--- config.mk ---
export PLATFORM = sky130hd
export DESIGN_NAME = regfile_write_port
export DESIGN_NICKNAME = d
export VERILOG_FILES = /design/src/rtl/regfile_pkg.sv /design/src/rtl/regfile_write_port_fifo.sv /design/src/rtl/regfile_write_port.sv
export SDC_FILE = /design/constraint.sdc
export NUM_CORES = 1
export LEC_CHECK = 0
export ABC_CLOCK_PERIOD_IN_PS = 4900
export BUFFER_PORTS_ARGS = -buffer_cell sky130_fd_sc_hd__buf_2
export CAP_MARGIN = 5
export CORE_MARGIN = 10
export CORE_UTILIZATION = 52
export DETAILED_ROUTE_END_ITERATION = 10
export PLACE_DENSITY = 0.77
export SLEW_MARGIN = 25
export SYNTH_ARGS = -nofsm -noshare
export SYNTH_HDL_FRONTEND = slang
export SYNTH_HIERARCHICAL = 1
export SYNTH_SLANG_ARGS = --single-unit
--- constraint.sdc ---
create_clock -name clk -period 4.9 [get_ports clk]
set_clock_uncertainty 0.15 [all_clocks]
set_input_delay 0.735 -clock clk [delete_from_list [all_inputs] [get_ports clk]]
set_output_delay 0.735 -clock clk [all_outputs]
set_load 0.05 [all_outputs]
--- src/rtl/regfile_pkg.sv ---
// regfile_pkg: shared types and constants for the register file write port.
//   ADDR_W / DATA_W  register address and data widths
//   NUM_REGS         number of architectural registers (width of busy vector)
//   NOWRITE_ADDR     register that accepts handshakes but is never written
//   wr_req_t         one pending register write {addr, data}
package regfile_pkg;

  localparam int ADDR_W   = 5;
  localparam int DATA_W   = 32;
  localparam int NUM_REGS = 32;

  localparam logic [ADDR_W-1:0] NOWRITE_ADDR = 5'b11111;

  typedef struct packed {
    logic [ADDR_W-1:0] addr;
    logic [DATA_W-1:0] data;
  } wr_req_t;

  // True when a request to this address must actually reach the register file.
  function automatic logic is_writable(input logic [ADDR_W-1:0] addr);
    return (addr != NOWRITE_ADDR);
  endfunction

endpackage

--- src/rtl/regfile_write_port_fifo.sv ---
// rf_wr_fifo: small synchronous FIFO of pending register writes.
//   clk, rst            clock, asynchronous active-high reset (empties the FIFO)
//   push, push_data     enqueue one entry (ignored when full)
//   pop                 dequeue the head (ignored when empty)
//   head                oldest entry
//   full, empty, count  occupancy
//   entries, valid      raw storage plus per-slot valid bits, used by the
//                       owner to derive which registers are still pending
module rf_wr_fifo
  import regfile_pkg::*;
#(
  parameter  int DEPTH = 4,
  localparam int PTR_W = $clog2(DEPTH),
  localparam int CNT_W = $clog2(DEPTH) + 1
) (
  input  logic                  clk,
  input  logic                  rst,
  input  logic                  push,
  input  wr_req_t               push_data,
  input  logic                  pop,
  output wr_req_t               head,
  output logic                  full,
  output logic                  empty,
  output logic [CNT_W-1:0]      count,
  output wr_req_t [DEPTH-1:0]   entries,
  output logic [DEPTH-1:0]      valid
);

  localparam logic [PTR_W-1:0] PTR_ONE   = PTR_W'(1);
  localparam logic [CNT_W-1:0] CNT_ONE   = CNT_W'(1);
  localparam logic [CNT_W-1:0] CNT_DEPTH = CNT_W'(DEPTH);

  wr_req_t [DEPTH-1:0] mem_r;
  logic [PTR_W-1:0]    wr_ptr_r;
  logic [PTR_W-1:0]    rd_ptr_r;
  logic [CNT_W-1:0]    count_r;
  logic                do_push_s;
  logic                do_pop_s;

  assign full      = (count_r == CNT_DEPTH);
  assign empty     = (count_r == '0);
  assign do_push_s = push && !full;
  assign do_pop_s  = pop && !empty;
  assign head      = mem_r[rd_ptr_r];
  assign count     = count_r;
  assign entries   = mem_r;

  // Storage, pointers and occupancy; pointers wrap naturally since DEPTH is a power of two.
  always_ff @(posedge clk or posedge rst) begin
    if (rst) begin
      mem_r    <= '0;
      wr_ptr_r <= '0;
      rd_ptr_r <= '0;
      count_r  <= '0;
    end else begin
      if (do_push_s) begin
        mem_r[wr_ptr_r] <= push_data;
        wr_ptr_r        <= wr_ptr_r + PTR_ONE;
      end
      if (do_pop_s) begin
        rd_ptr_r <= rd_ptr_r + PTR_ONE;
      end
      case ({do_push_s, do_pop_s})
        2'b10:   count_r <= count_r + CNT_ONE;
        2'b01:   count_r <= count_r - CNT_ONE;
        default: count_r <= count_r;
      endcase
    end
  end

  // A slot is occupied when its distance from the read pointer is below the count.
  always_comb begin
    valid = '0;
    for (int i = 0; i < DEPTH; i++) begin
      valid[i] = ({1'b0, PTR_W'(i) - rd_ptr_r} < count_r);
    end
  end

endmodule

--- src/rtl/regfile_write_port.sv ---
// regfile_write_port: sole owner of the register file write port.
//   Pipeline writeback (wb_*) has priority; long-latency returns (ll_*) are
//   queued and drain when the pipeline is idle, or forcibly once the queue has
//   lost arbitration STARVE_LIMIT cycles in a row (wb_ready drops).
//   clk, rst                          clock, asynchronous active-high reset
//   wb_valid/wb_ready/wb_addr/wb_data pipeline writeback request
//   ll_valid/ll_ready/ll_addr/ll_data long-latency return
//   write_addr/write_data/write_enable registered register file write
//   busy                              registers with a queued long-latency write
//   fifo_count                        queued entries
//   hazard_err                        sticky: wb wrote a register still queued
module regfile_write_port
  import regfile_pkg::*;
#(
  parameter  int DEPTH        = 4,
  parameter  int STARVE_LIMIT = 3,
  localparam int CNT_W        = $clog2(DEPTH) + 1
) (
  input  logic                clk,
  input  logic                rst,
  input  logic                wb_valid,
  output logic                wb_ready,
  input  logic [ADDR_W-1:0]   wb_addr,
  input  logic [DATA_W-1:0]   wb_data,
  input  logic                ll_valid,
  output logic                ll_ready,
  input  logic [ADDR_W-1:0]   ll_addr,
  input  logic [DATA_W-1:0]   ll_data,
  output logic [ADDR_W-1:0]   write_addr,
  output logic [DATA_W-1:0]   write_data,
  output logic                write_enable,
  output logic [NUM_REGS-1:0] busy,
  output logic [CNT_W-1:0]    fifo_count,
  output logic                hazard_err
);

  localparam int SW = $clog2(STARVE_LIMIT + 1);
  localparam logic [SW-1:0] STARVE_MAX = SW'(STARVE_LIMIT);
  localparam logic [SW-1:0] STARVE_ONE = SW'(1);

  logic [SW-1:0]       starve_r;
  logic [SW-1:0]       starve_next_s;
  logic                wb_fire_s;
  logic                wb_write_s;
  logic                ll_fire_s;
  logic                push_s;
  logic                pop_s;
  wr_req_t             ll_req_s;
  wr_req_t             head_s;
  logic                fifo_full_s;
  logic                fifo_empty_s;
  wr_req_t [DEPTH-1:0] fifo_entries_s;
  logic [DEPTH-1:0]    fifo_valid_s;

  assign wb_ready   = !rst && (starve_r < STARVE_MAX);
  assign ll_ready   = !rst && !fifo_full_s;
  assign wb_fire_s  = wb_valid && wb_ready;
  assign ll_fire_s  = ll_valid && ll_ready;
  // Requests to the non-writable register complete their handshake and vanish.
  assign wb_write_s = wb_fire_s && is_writable(wb_addr);
  assign push_s     = ll_fire_s && is_writable(ll_addr);
  // An accepted wb request holds the grant even when it targets the non-writable register.
  assign pop_s      = !wb_fire_s && !fifo_empty_s;

  assign ll_req_s.addr = ll_addr;
  assign ll_req_s.data = ll_data;

  rf_wr_fifo #(
    .DEPTH (DEPTH)
  ) u_fifo (
    .clk       (clk),
    .rst       (rst),
    .push      (push_s),
    .push_data (ll_req_s),
    .pop       (pop_s),
    .head      (head_s),
    .full      (fifo_full_s),
    .empty     (fifo_empty_s),
    .count     (fifo_count),
    .entries   (fifo_entries_s),
    .valid     (fifo_valid_s)
  );

  // Starve counter: counts consecutive cycles the queued head lost arbitration.
  always_comb begin
    starve_next_s = starve_r;
    if (fifo_empty_s || pop_s) begin
      starve_next_s = '0;
    end else if (starve_r < STARVE_MAX) begin
      starve_next_s = starve_r + STARVE_ONE;
    end else begin
      starve_next_s = starve_r;
    end
  end

  // Starve counter register.
  always_ff @(posedge clk or posedge rst) begin
    if (rst) begin
      starve_r <= '0;
    end else begin
      starve_r <= starve_next_s;
    end
  end

  // Register file write port; address/data hold their last values when idle.
  always_ff @(posedge clk or posedge rst) begin
    if (rst) begin
      write_enable <= 1'b0;
      write_addr   <= '0;
      write_data   <= '0;
    end else if (wb_write_s) begin
      write_enable <= 1'b1;
      write_addr   <= wb_addr;
      write_data   <= wb_data;
    end else if (pop_s) begin
      write_enable <= 1'b1;
      write_addr   <= head_s.addr;
      write_data   <= head_s.data;
    end else begin
      write_enable <= 1'b0;
    end
  end

  // Sticky hazard flag: the pipeline overwrote a register with a queued write.
  always_ff @(posedge clk or posedge rst) begin
    if (rst) begin
      hazard_err <= 1'b0;
    end else if (wb_fire_s && busy[wb_addr]) begin
      hazard_err <= 1'b1;
    end
  end

  // Busy vector: OR of destination decodes over every occupied FIFO slot.
  always_comb begin
    busy = '0;
    for (int i = 0; i < DEPTH; i++) begin
      if (fifo_valid_s[i]) begin
        busy[fifo_entries_s[i].addr] = 1'b1;
      end else begin
        busy = busy;
      end
    end
    busy[NOWRITE_ADDR] = 1'b0;
  end

endmodule

==> impl_metrics.py <==
metrics = {
    "sta": {
        "finalCriticalPeriod_ps": 4063,
        "tns_ps": 0,
        "period_share_pct": 82.91,
        "slew_violations": 0,
        "maxSlewHeadroom_pct": 32.91,
        "fmax_ghz": 0.2461,
        "setup_violations": 0,
        "hold_violations": 0,
        "worst_slew_pin_slew_ps": 1004,
        "rsz0062_at_grt": "false",
    },
    "clock_tree": {
        "holdBufCountCts": 0,
        "ctsResizeCount": 0,
        "clockBufferDepth": 2,
        "clk_latency_ps": 440,
        "tritoncts": "built",
        "cts_buffers": 17,
        "post-cts-setup-buffers": 0,
        "clk_pin_slew_worst_paths_ps": 80,
        "clock_sinks": 196,
        "cts_max_level": 4,
        "root_buffer": "clkbuf_16",
    },
    "route": {
        "ant_nets": 0,
        "wirelength_mm": 28.27,
        "drcViolationCount": 0,
        "drt_iter0_drc": 493,
        "via_count": 7451,
        "viasPerCell": 6.063,
        "firstDrtPassIters": 5,
        "wl_per_cell_um": 23.00,
    },
    "setup_path": {
        "crit_slowest_cell": "or4b_2",
        "critPathLaunchType": "register",
        "arrival_ps": 3180,
        "cp_max_fo": 10,
        "cp-end-kind": "output port",
        "critical_path_class": "register to output port",
        "crit_path_frequent_cell": "a21oi_1",
        "cp_data_required_time_ps": 4010,
        "max_stage_delay_ps": 650,
        "crit_chain": "inv_1 > ha_1 > a21oi_1 > or2_2 > or4b_2 > o22ai_1 > a21oi_1 > o21ai_0 > buf_2",
    },
    "layout": {
        "final-instance-count-excl-fill": 1229,
        "fin_util_pct": 60.73,
        "drive_gt1_share_pct": 43.66,
        "syn_to_final_growth_pct": 15.17,
        "fill_cells": 1529,
        "finish.net_count": 1038,
    },
    "yosys": {
        "async_flop_share_pct": 100.0,
        "synth_fp_nets": 903,
        "synth_seq_cells": 196,
        "synth_most_common_cell": "dfrtp_1",
        "synth_area_um2": 10230,
        "syn_inst": 814,
        "synth_warnings": 6,
        "ys.flop_type": "dfrtp_1",
        "yosysTopAreaCell": "dfrtp_1",
        "synthTopCellsByCount": "196 x dfrtp_1, 129 x mux2_2, 90 x nand2_1, 37 x a22oi_1, 37 x mux4_2",
        "seq_area_frac_synth_pct": 47.95,
        "ys_types": 66,
        "synth_edf_count": 0,
        "synthTopCellsByArea": "dfrtp_1 48%, mux2_2 14%, mux4_2 8.1%",
        "syn_avg_cell_area_um2": 12.57,
        "synth_top_area_share_pct": 47.95,
    },
    "floorplanning": {
        "dieArea_um2": 25680,
        "die_w_um": 160.3,
        "io_pins": 154,
        "start_util_pct": 52.73,
        "die_h_um": 160.3,
        "core_um2": 19400,
        "rows": 51,
    },
    "run": {
        "drv_cap": 0,
    },
    "global_routing": {
        "overflow": 0,
        "grt_usage_pct": 22.03,
        "grt_start_max_net_pins": 48,
        "grt_pass1_wl_mm": 45.08,
        "antenna_found_initial": 3,
        "grt_pass1_vias": 7952,
    },
    "placed_design": {
        "dp_hpwl_mm": 19.75,
        "port_buffers": 152,
        "place_congestion": 0.9554,
        "placed_cells": 1194,
    },
    "pwr": {
        "leakage_nw": 5.299,
        "vdd_drop_max_mv": 0.4452,
        "p_per_area_nw_per_um2": 782.9,
    },
    "worst_hold_path": {
        "min_path_type": "register to register",
    },
    "outcome": {
        "status": "finished clean",
    },
}
==> logic make-up (layout without fill, tap and decap cells) <==
logic type      after synthesis  after routing  synth area share (%)
mux                         188            188                 25.53
flops                       196            196                 47.95
simple gates                215            215                 11.14
xor+xnor                      7              7                0.5994
fa+ha+maj                    11             11                 1.419
other cells                   1              3               0.03666
compound gates              128            128                 9.652
buf+inv                      68            216                 3.670
==> cell type report <==
cell class              count  area [µm²]  area share (%)
multi-input cells         550        4971           42.20
flip-flops and latches    196        4907           41.66
repair buffers            166       885.9           7.520
clock buffers              17       425.4           3.611
well taps                 265       331.6           2.815
clock inverters            15       181.4           1.540
inverters                  18       72.57          0.6160
diodes                      2       5.005         0.04249
==> registers in the layout, summed over array words and instances (netlist names) <==
| register | flops |
|---|---|
| hazard_err | 1 |
| write_enable | 1 |
| u_fifo/entries | 148 |
| write_addr | 5 |
| u_fifo/rd_ptr_r | 2 |
| write_data | 32 |
| starve_r | 2 |
| u_fifo/wr_ptr_r | 2 |
| u_fifo/count | 3 |
==> final timing paths <==
kind / slack (ps) / cells past startpoint / from / endpoint
hold / removal: 300 / 1 / starve_r[0] / starve_r[0]
setup / recovery: 840 / 9 / u_fifo/count[1] / busy[4]
max in group asynchronous: 3160 / 3 / rst / u_fifo/entries[61]
hold reg to reg: 300 / 1 / starve_r[0] / starve_r[0]
min in group asynchronous: 330 / 2 / rst / starve_r[0]
setup reg to reg: 1310 / 12 / u_fifo/rd_ptr_r[0] / hazard_err
==> layer usage <==
layer | up-vias | share of wire, % | GRT usage, %
met1 | 3783 | 43 | 27.89
met5 | - | 0 | 0
li1 | 3313 | - | -
met3 | 60 | 6.1 | 5.424
met4 | 0 | 2.8 | 8.472
met2 | 295 | 48 | 35.73
==> through the flow <==
step | hold WS (ps) | power (mW) | instance area (µm²) | setup WS, ps
after floorplan | 269.2 | 6.635 | 10230 | 604.3
after global placement | 278.8 | 7.714 | 11140 | 1399
after detailed placement | 288.1 | 7.791 | 11140 | 1353
after CTS | 298.4 | 9.234 | 11750 | 845.8
after global routing | 311.9 | 9.753 | 11780 | 646.5
final | 298.6 | 9.223 | 11780 | 837.2
==> placed cells by master, fill, tap and decap left out, drive strengths merged, types with 5 or more instances in the layout <==
cell    instances
dfrtp         196
o21ai           6
a211o           7
a22oi          37
o221ai         11
nand4b          5
nand3b         10
inv            23
clkbuf         17
ha             10
a21oi           8
nor3           10
o22ai          20
nand2          90
mux4           37
o22a            7
nor2           36
nand3           5
nand2b         13
or2            10
buf           166
mux2          150
clkinv          9
or3b            8
==> power breakdown <==
group          internal (mW)  total (mW)  switching (mW)
Clock                  0.694        1.41           0.718
Sequential              2.43        3.08           0.654
Combinational           1.90        4.73            2.83
==> critical path, delay by kind of cell (launching register included) <==
kind	cells	cell delay, ps
buffers and inverters	2	510
adder cells (fa/ha/maj)	1	340
flip-flops	1	470
AO/OA/AOI/OAI	4	530
AND/OR/NAND/NOR	2	880
Note: power is estimated with default switching activity, not from simulation.
